[src/rtl/color_decoder_pkg.sv]
// Shared VGA pixel definitions: color width, default decode colors and RGB field slices.
// Also names the two pixel-path states used by the decoder.
package color_decoder_pkg;

    localparam int COLOR_W = 12;

    localparam logic [COLOR_W-1:0] COLOR_0_DEF = 12'h000;
    localparam logic [COLOR_W-1:0] COLOR_1_DEF = 12'hFFF;

    localparam int R_HI = 11;
    localparam int R_LO = 8;
    localparam int G_HI = 7;
    localparam int G_LO = 4;
    localparam int B_HI = 3;
    localparam int B_LO = 0;

    typedef enum logic {
        PIX_ACC  = 1'b0,
        PIX_EMIT = 1'b1
    } pix_state_e;

endpackage

[src/rtl/color_decoder_fifo.sv]
// byte_fifo: synchronous 8-bit FIFO, power-of-two depth, accepts push+pop together when full.
// out of the head entry reads as 8'h00 whenever the FIFO is empty.
module byte_fifo #(
    parameter int DEPTH = 4
) (
    input  logic       clk,
    input  logic       rst_n,
    input  logic       push,
    input  logic [7:0] push_data,
    input  logic       pop,
    output logic [7:0] pop_data,
    output logic       full,
    output logic       empty
);

    localparam int AW = $clog2(DEPTH);
    localparam logic [AW-1:0] PTR_ONE  = AW'(1);
    localparam logic [AW:0]   CNT_ONE  = (AW+1)'(1);
    localparam logic [AW:0]   CNT_FULL = (AW+1)'(DEPTH);

    logic [7:0]    mem_q [DEPTH];
    logic [AW-1:0] wr_ptr_q, wr_ptr_d;
    logic [AW-1:0] rd_ptr_q, rd_ptr_d;
    logic [AW:0]   count_q, count_d;
    logic          do_push, do_pop;

    assign full  = (count_q == CNT_FULL);
    assign empty = (count_q == '0);

    // A pop frees the slot the push needs, so a full FIFO still takes the push.
    assign do_push = push && (!full || pop);
    assign do_pop  = pop && !empty;

    assign pop_data = empty ? 8'h00 : mem_q[rd_ptr_q];

    always_comb begin
        wr_ptr_d = wr_ptr_q;
        rd_ptr_d = rd_ptr_q;
        count_d  = count_q;
        if (do_push) wr_ptr_d = wr_ptr_q + PTR_ONE;
        if (do_pop)  rd_ptr_d = rd_ptr_q + PTR_ONE;
        case ({do_push, do_pop})
            2'b10:   count_d = count_q + CNT_ONE;
            2'b01:   count_d = count_q - CNT_ONE;
            default: count_d = count_q;
        endcase
    end

    always_ff @(posedge clk) begin
        if (!rst_n) begin
            wr_ptr_q <= '0;
            rd_ptr_q <= '0;
            count_q  <= '0;
        end else begin
            wr_ptr_q <= wr_ptr_d;
            rd_ptr_q <= rd_ptr_d;
            count_q  <= count_d;
        end
    end

    always_ff @(posedge clk) begin
        if (do_push) mem_q[wr_ptr_q] <= push_data;
    end

endmodule

[src/rtl/color_decoder.sv]
// Recovers 1-bit-per-pixel data from a 12-bit RGB stream and packs it MSB-first into bytes.
//
// state    | meaning
// PIX_ACC  | accumulating bits, bit_cnt 0..6 (or frame start / idle)
// PIX_EMIT | bit_cnt == 7 on a valid pixel, completed byte pushed this cycle
module color_decoder
    import color_decoder_pkg::*;
#(
    parameter logic [COLOR_W-1:0] COLOR_0    = COLOR_0_DEF,
    parameter logic [COLOR_W-1:0] COLOR_1    = COLOR_1_DEF,
    parameter int                 FIFO_DEPTH = 4
) (
    input  logic        clk,
    input  logic        rst_n,
    input  logic [3:0]  red,
    input  logic [3:0]  green,
    input  logic [3:0]  blue,
    input  logic        pix_valid,
    input  logic        frame_start,
    output logic [7:0]  out_data,
    output logic        out_valid,
    input  logic        out_ready,
    output logic [15:0] err_count,
    output logic        overflow
);

    logic [COLOR_W-1:0] pix;
    logic               bit_in, unmatched;
    pix_state_e         state;

    logic [6:0]  sh_q, sh_d;
    logic [2:0]  bit_cnt_q, bit_cnt_d;
    logic [15:0] err_count_q, err_count_d;
    logic        overflow_q, overflow_d;

    logic       push, pop, fifo_full, fifo_empty;
    logic [7:0] push_data;

    assign pix[R_HI:R_LO] = red;
    assign pix[G_HI:G_LO] = green;
    assign pix[B_HI:B_LO] = blue;

    // COLOR_1 is tested first so it wins if both colors are configured equal.
    assign bit_in    = (pix == COLOR_1);
    assign unmatched = !bit_in && (pix != COLOR_0);

    assign state = (pix_valid && !frame_start && bit_cnt_q == 3'd7) ? PIX_EMIT : PIX_ACC;

    assign push      = (state == PIX_EMIT);
    assign push_data = {sh_q, bit_in};
    assign pop       = out_valid && out_ready;

    always_comb begin
        sh_d        = sh_q;
        bit_cnt_d   = bit_cnt_q;
        err_count_d = err_count_q;
        overflow_d  = overflow_q;
        if (pix_valid) begin
            if (frame_start) begin
                sh_d        = {6'b0, bit_in};
                bit_cnt_d   = 3'd1;
                err_count_d = unmatched ? 16'd1 : 16'd0;
            end else begin
                sh_d      = {sh_q[5:0], bit_in};
                bit_cnt_d = bit_cnt_q + 3'd1;
                if (unmatched && err_count_q != 16'hFFFF)
                    err_count_d = err_count_q + 16'd1;
            end
        end
        if (push && fifo_full && !pop) overflow_d = 1'b1;
    end

    always_ff @(posedge clk) begin
        if (!rst_n) begin
            sh_q        <= '0;
            bit_cnt_q   <= '0;
            err_count_q <= '0;
            overflow_q  <= 1'b0;
        end else begin
            sh_q        <= sh_d;
            bit_cnt_q   <= bit_cnt_d;
            err_count_q <= err_count_d;
            overflow_q  <= overflow_d;
        end
    end

    byte_fifo #(
        .DEPTH(FIFO_DEPTH)
    ) u_fifo (
        .clk      (clk),
        .rst_n    (rst_n),
        .push     (push),
        .push_data(push_data),
        .pop      (pop),
        .pop_data (out_data),
        .full     (fifo_full),
        .empty    (fifo_empty)
    );

    assign out_valid = !fifo_empty;
    assign err_count = err_count_q;
    assign overflow  = overflow_q;

endmodule

[config.mk]
export PLATFORM = sky130hd
export DESIGN_NAME = color_decoder
export DESIGN_NICKNAME = d
export VERILOG_FILES = /design/src/rtl/color_decoder_pkg.sv /design/src/rtl/color_decoder_fifo.sv /design/src/rtl/color_decoder.sv
export SDC_FILE = /design/constraint.sdc
export NUM_CORES = 1
export LEC_CHECK = 0
export BUFFER_PORTS_ARGS = -buffer_cell sky130_fd_sc_hd__buf_2
export CORE_ASPECT_RATIO = 0.5
export CORE_MARGIN = 8
export CORE_UTILIZATION = 43
export CTS_BUF_LIST = sky130_fd_sc_hd__clkbuf_8 sky130_fd_sc_hd__clkbuf_16
export DETAILED_ROUTE_END_ITERATION = 8
export HOLD_SLACK_MARGIN = 0.06
export MAX_ROUTING_LAYER = met4
export PLACE_DENSITY = 0.73
export SYNTH_ARGS = -nofsm -noshare
export SYNTH_HDL_FRONTEND = slang
export SYNTH_SLANG_ARGS = --single-unit
[constraint.sdc]
create_clock -name clk -period 5.75 [get_ports clk]
set_input_delay 0.2875 -clock clk [delete_from_list [all_inputs] [get_ports clk]]
set_output_delay 0.2875 -clock clk [all_outputs]
set_load 0.02 [all_outputs]
# Word level (Yosys, flattened, before mapping)
# Memories as Yosys holds them, arrays and structs flattened. A register that Yosys moved wholly into a read port is not among the register bits.
# Cells that the tools add are included.
[totals]
register_bits = 34
mem_count = 1
word_cells = 52
ram_bits = 32
in_bits = 17
out_inout_bits = 26
[classes]
n_mux = 12
eq_ne = 6
reduce_logical = 20
addsub = 6
[mem_list]
columns = ["name", "words", "word_bits", "rd", "rd_clocked_by_memory_dff", "write_ports", "line_no", "text"]
rows = [
  ["u_fifo.mem_q", 4, 8, 1, 1, 1, "color_decoder_fifo.sv:21", "logic [7:0] mem_q [DEPTH];"],
]
[op_table]
columns = ["cell", "n"]
rows = [
  ["2-to-1 mux 16 bit", 2],
  ["adder 16 x 1 -> 16 bit (second input constant)", 1],
  ["!= test 16 bit (second input constant)", 1],
  ["equality test 12 bit (second input constant)", 1],
  ["nonzero test 12 bit", 1],
  ["logical AND 1 bit", 9],
  ["2-to-1 mux 8 bit", 1],
  ["2-to-1 mux 7 bit", 1],
  ["adder 3 x 1 -> 3 bit (second input constant)", 2],
  ["equality test 3 bit (second input constant)", 2],
  ["case mux 3 bit (2 select lines)", 1],
  ["logical NOT 1 bit", 5],
  ["adder 2 x 1 -> 2 bit (second input constant)", 2],
  ["2-to-1 mux 1 bit", 4],
  ["2-to-1 mux 2 bit", 2],
  ["nonzero test 2 bit", 2],
  ["logical NOT 3 bit", 1],
  ["2-to-1 mux 3 bit", 1],
  ["subtractor 3 x 1 -> 3 bit (second input constant)", 1],
  ["equality test 2 x 1 -> 1 bit (second input constant)", 1],
  ["equality test 2 bit (second input constant)", 1],
  ["AND reduction 2 bit", 1],
  ["logical OR 1 bit", 1],
]

# Depth between registers and ports, before layout
[depth]
depth_word = 7
depth_mapped = 11
mapped_depth_nobuf = 10

# Modules after synthesis
# Synthesis repeated with hierarchy kept, for this count alone.
[hier_totals]
cells_unflattened = 302
hier_area_um2 = 3286.9
[by_module_without_submodules]
columns = ["mod", "seq_area_each_um2", "instances", "cells_each", "area_per_inst_um2"]
rows = [
  ["byte_fifo", 1141.1, 1, 105, 1707.9],
  ["color_decoder", 540.5, 1, 197, 1579.0],
]

# Least setup slack after synthesis
# Ideal clock, no wire load.
[synth_path]
path_kind = "register to register"
from = "reg u_fifo.count_q[0]"
to = "reg u_fifo.count_q[2]"
period_less_slack_ns = 2.580
n_path_buf = 1
path_slack_ns = 3.170
arrival_time_ns = 2.509
setup_time_ns = 0.070
stages_incl_launch_ff = 11
t_required_ns = 5.680
path_cell_list = "dfxtp_1 or4b_2 and3_1 clkbuf_1 inv_1 ha_1 inv_1 fa_1 xor2_1 or3_1 a21oi_1"
[synth_between]
elab_chain_len = 7
elab_cells_between_ends = 14
classes_between = "2 x add/sub; 3 x eq/ne; 1 x mux; 8 x reduce/logical"
[synth_lines]
columns = ["element", "line_no", "text"]
rows = [
  ["start, declared", "color_decoder_fifo.sv:24", "logic [AW:0] count_q, count_d;"],
  ["start signal, assigned", "color_decoder_fifo.sv:57", "count_q <= count_d;"],
  ["logical NOT 3 bit", "color_decoder_fifo.sv:28", "assign empty = (count_q == '0);"],
  ["logical NOT 1 bit", "color_decoder_fifo.sv:32, color_decoder.sv:100", ""],
  ["logical AND 1 bit", "color_decoder.sv:51", "assign pop = out_valid && out_ready;"],
  ["logical OR 1 bit", "color_decoder_fifo.sv:31", "assign do_push = push && (!full || pop);"],
  ["logical AND 1 bit", "color_decoder_fifo.sv:31", ""],
  ["equality test 2 x 1 -> 1 bit / equality test 2 bit (equally long branches)", "color_decoder_fifo.sv:42", "case ({do_push, do_pop})"],
  ["case mux 3 bit (2 select lines) / nonzero test 2 bit (equally long branches)", "-", ""],
]
# Several ways; a longest one is shown, not always the timed one.
# A chain may end at the register's enable or synchronous reset.

# Final worst setup path
# Same ends and word-level chain as after synthesis.

==> results <==
- The final number of setup-violating endpoints is 0.
- The critical path goes through or4b_2, and3_1, inv_1, ha_1, inv_1, fa_1, xor2_1, or3_1, a21oi_1.
- The max-slew violation count is 0.
- The maximum clock frequency is 371 MHz.
- The height of the chip is 76.2 um.
- Max-cap violations in this run came to 0.
- The antenna cell count is 0.
- The clock tree skew after final layout is 0.00793 ns.
- The total I/O pin count is 43.
- The final instance area is 3690 um^2.
- The number of placement rows is 22.
- The worst ir drop on vdd is 0.119 mV.
- The worst reg-to-reg path cell count is 9.
- The top flip-flop cell by instance count after synthesis is dfxtp_1.
- The worst pin sits at a relative slew slack of 34.9%.
- After detailed routing, the number of vias per cell comes to 5.51.
- The critical-path maximum fanout is 7.
- OpenSTA, run right after detailed placement, puts the worst setup slack at 2.82 ns.
- The number of antenna violations at the first check in global routing is 0.
- The instance area after placement is 3390 um^2.
- The most critical setup path has its startpoint at u_fifo.count_q[0].
- The total number of nets in the final design is 353.
- The path category of the worst min-delay check is in -> reg.
- The buffer type at the clock tree root is clkbuf_16.
- The Yosys step of the flow raised 0 warnings.
- Dividing the detail-routed wire length by the instance count gives 15.9 um.
- The count of distinct cell types in the synthesized netlist is 45.
- The starting DRC count in detailed routing is 201.
- The count of nets left with antenna violations after detail routing is 0.
- The number of buffer cells added on primary ports is 42.
- The number of hold violations in the final report is 0.
- The area overhead of the layout relative to synthesis is 18.2%.
- The run finished with clean final reports.
- The share of synthesized area occupied by flip-flops and latches is 53.9%.
- Setup slack on the critical path of the routed design comes to 3.05 ns.
- The floorplan step defined a core boundary enclosing 7180 um^2.
- After detailed routing, the total wire length is 6800 um.
- The count of hold buffers inserted by post-cts repair is 0.
- The fraction of registers with async set/reset is 0%.
- The reg-to-reg endpoint is u_fifo.count_q[2].
- The cell at the slowest stage of the critical path is or4b_2.
- The width of the die is 136 um.
- The most numerous cell on the critical path is inv_1.
- The number of gates given a new drive strength after cts is 0.
- The signal arrival time at the worst endpoint is 2.94 ns.
- The synthesized flop and latch total is 68.
- Setup repair after global routing left no endpoint under its margin.
- After clock tree synthesis, the clock-pin slew on the worst setup and hold paths is 0.06 ns.
- In this run the power density over the cells is 290 nW/um^2.
- The share of cells above drive strength 1 is 22.6%.
- The launch point of the worst reg-to-reg path is u_fifo.count_q[0].
- In the global route stage, overall resource usage came out at 14.0%.
- The synthesized area divided by synthesized cell count is 10.8 um^2.
- The slew at the pin closest to its max-slew limit is 0.976 ns.
- The number of buffers added by the clock tree synthesis step is 9.
- The worst setup path is captured at a flip-flop.
- The number of global-route vias before repair was 2312.
- The worst setup path is launched from a flip-flop.
- The die footprint is 10400 um^2.
- The global-route congestion overflow total is 0.
- Once the floorplan was initialized, standard cells occupied 43.4% of the core.
- The TritonCTS clock tree is built.
- Leaving out fill and tap cells, the most frequent cells in the layout are 42 x buf_2, 36 x dfxtp_1, 32 x edfxtp_1, 27 x nor2_1.
- At the later pin of the worst-skew pair, clock insertion delay measures 0.33 ns.
- Entering global routing, the biggest net connects 33 pins.
- Counting flops with a built-in enable in the synthesized netlist gives 32.
- The endpoint of the worst setup timing path is u_fifo.count_q[2].
- Dividing the final minimum period by the clock period gives 46.9%.
- The area of the mapped netlist is 3120 um^2.
- Routability-driven placement finished with a final weighted congestion of 0.875.
- The longest individual stage delay on the worst path is 0.70 ns.
- The total vias in the final route is 2358.
- The number of nets produced by synthesis is 314.
- The critical path is of the reg -> reg type.
- The worst hold path was traced through 2 stages.
- The total number of clock tree sinks is 68.
- The minimum clock period after layout is 2.70 ns.
- The deepest clock path buffer count is 2.
- The pre-antenna-repair detailed-routing pass consisted of 4 iterations.
- For the worst setup path, the data required time is 5.99 ns.
- The setup check on the worst reg-to-reg path leaves a slack of 3.05 ns.
- The fill cell total of the finished layout is 627.
- The number of buffers inserted by post-CTS setup repair is 0.
- The library cell used most frequently in the layout, excluding fill and tap cells, is buf_2.
- The maximum level of the CTS H-tree is 3.
- The cell count after synthesis came out at 288.
- The cell leakage power is 0.00134 uW.
- The wire length of the first global-routing pass is 11300 um.
- After legalization and detailed placement, the total HPWL measured 4720 um.
- After routing, the total negative slack on setup checks comes to 0 ns.
- For this run, design rule violations remaining after detail routing come to 0.
-- kinds of logic after synthesis --
logic type / synth area share, %
adders and majority gates: 3.85
and+or+nand+nor: 20.0
xor gates and xnor gates: 1.40
DFF: 53.9
muxes: 6.42
AOI/OAI and AO/OA: 11.3
buffers and inverters: 3.17
-- registers in the layout, indices dropped and copies added, names as in the netlist, named ones only --
signal and count:
err_count 16, u_fifo.rd_ptr_q 2, u_fifo.wr_ptr_q 2, sh_q 7, u_fifo.mem_q 32, bit_cnt_q 3
overflow 1, u_fifo.count_q 3
-- synthesized netlist by cell type (all sizes together), types with 4 or more instances --
library cell / instances / share of area, %
dfxtp: 36 / 23
edfxtp: 32 / 31
nor2: 27 / 3.2
nand2: 24 / 3.1
a21oi: 23 / 3.7
nand3: 16 / 2.7
and2: 15 / 3.1
o21ai: 13 / 2.1
inv: 11 / 1.3
clkbuf: 10 / 1.2
a31oi: 9 / 2.3
ha: 8 / 3.2
mux4: 8 / 5.8
nand4: 8 / 1.8
nor4: 6 / 1.7
or4: 5 / 1.3
buf: 4 / 0.64
or3: 4 / 0.80
-- critical path, delay by kind of cell (launching register included) --
family,cells,cell delay (ns)
xor+xnor,1,0.16
fa+ha+maj,2,0.56
flops,1,0.33
simple gates,3,1.28
buf+inv,2,0.15
compound gates,1,0.14
-- power breakdown --
group / switching (uW) / internal, uW
Combinational: 20.0 / 8.73
Sequential: 1.56 / 504
Clock: 202 / 334
Total: 223 / 846
-- stage by stage --
step	util [%]	instances	hold slack (ns)	total power [uW]
3_5_place_dp	47.2	412	0.453	544
4_1_cts	51.3	428	0.240	1080
3_3_place_gp	47.2	412	0.453	543
2_1_floorplan	-	288	0.405	532
6_report	51.3	428	0.251	1070
5_1_grt	51.3	428	0.247	1110
-- layout make-up --
class                           count  area, um^2  area share, %
Clock buffer                        9         225           6.11
Clock inverter                      7        68.8           1.87
Inverter                           11        41.3           1.12
Multi-Input combinational cell    195        1340           36.3
Sequential cell                    68        1680           45.6
Tap cell                           96         120           3.26
Timing Repair Buffer               42         210           5.70
-- metal layers --
metal  GRT usage [%]  part of all wire (%)  vias to the layer above  routed length, um
li1                -                     -                     1149                  -
met5               -                     0                        -                  0
met2            21.0                    47                       67               3170
met3            4.01                   4.0                        6                269
met1            17.4                    48                     1136               3290
met4            5.44                  0.90                        0                 61
-- worst min-delay path by stage --
stage	slack, ns	to	from
after floorplan	0.41	overflow	rst_n
after global placement	0.45	overflow	overflow
after global routing	0.25	overflow	rst_n
after CTS	0.24	err_count[3]	rst_n
after detailed placement	0.45	overflow	overflow
final	0.25	err_count[3]	rst_n
No activity file was read; power rests on OpenSTA's default activity.
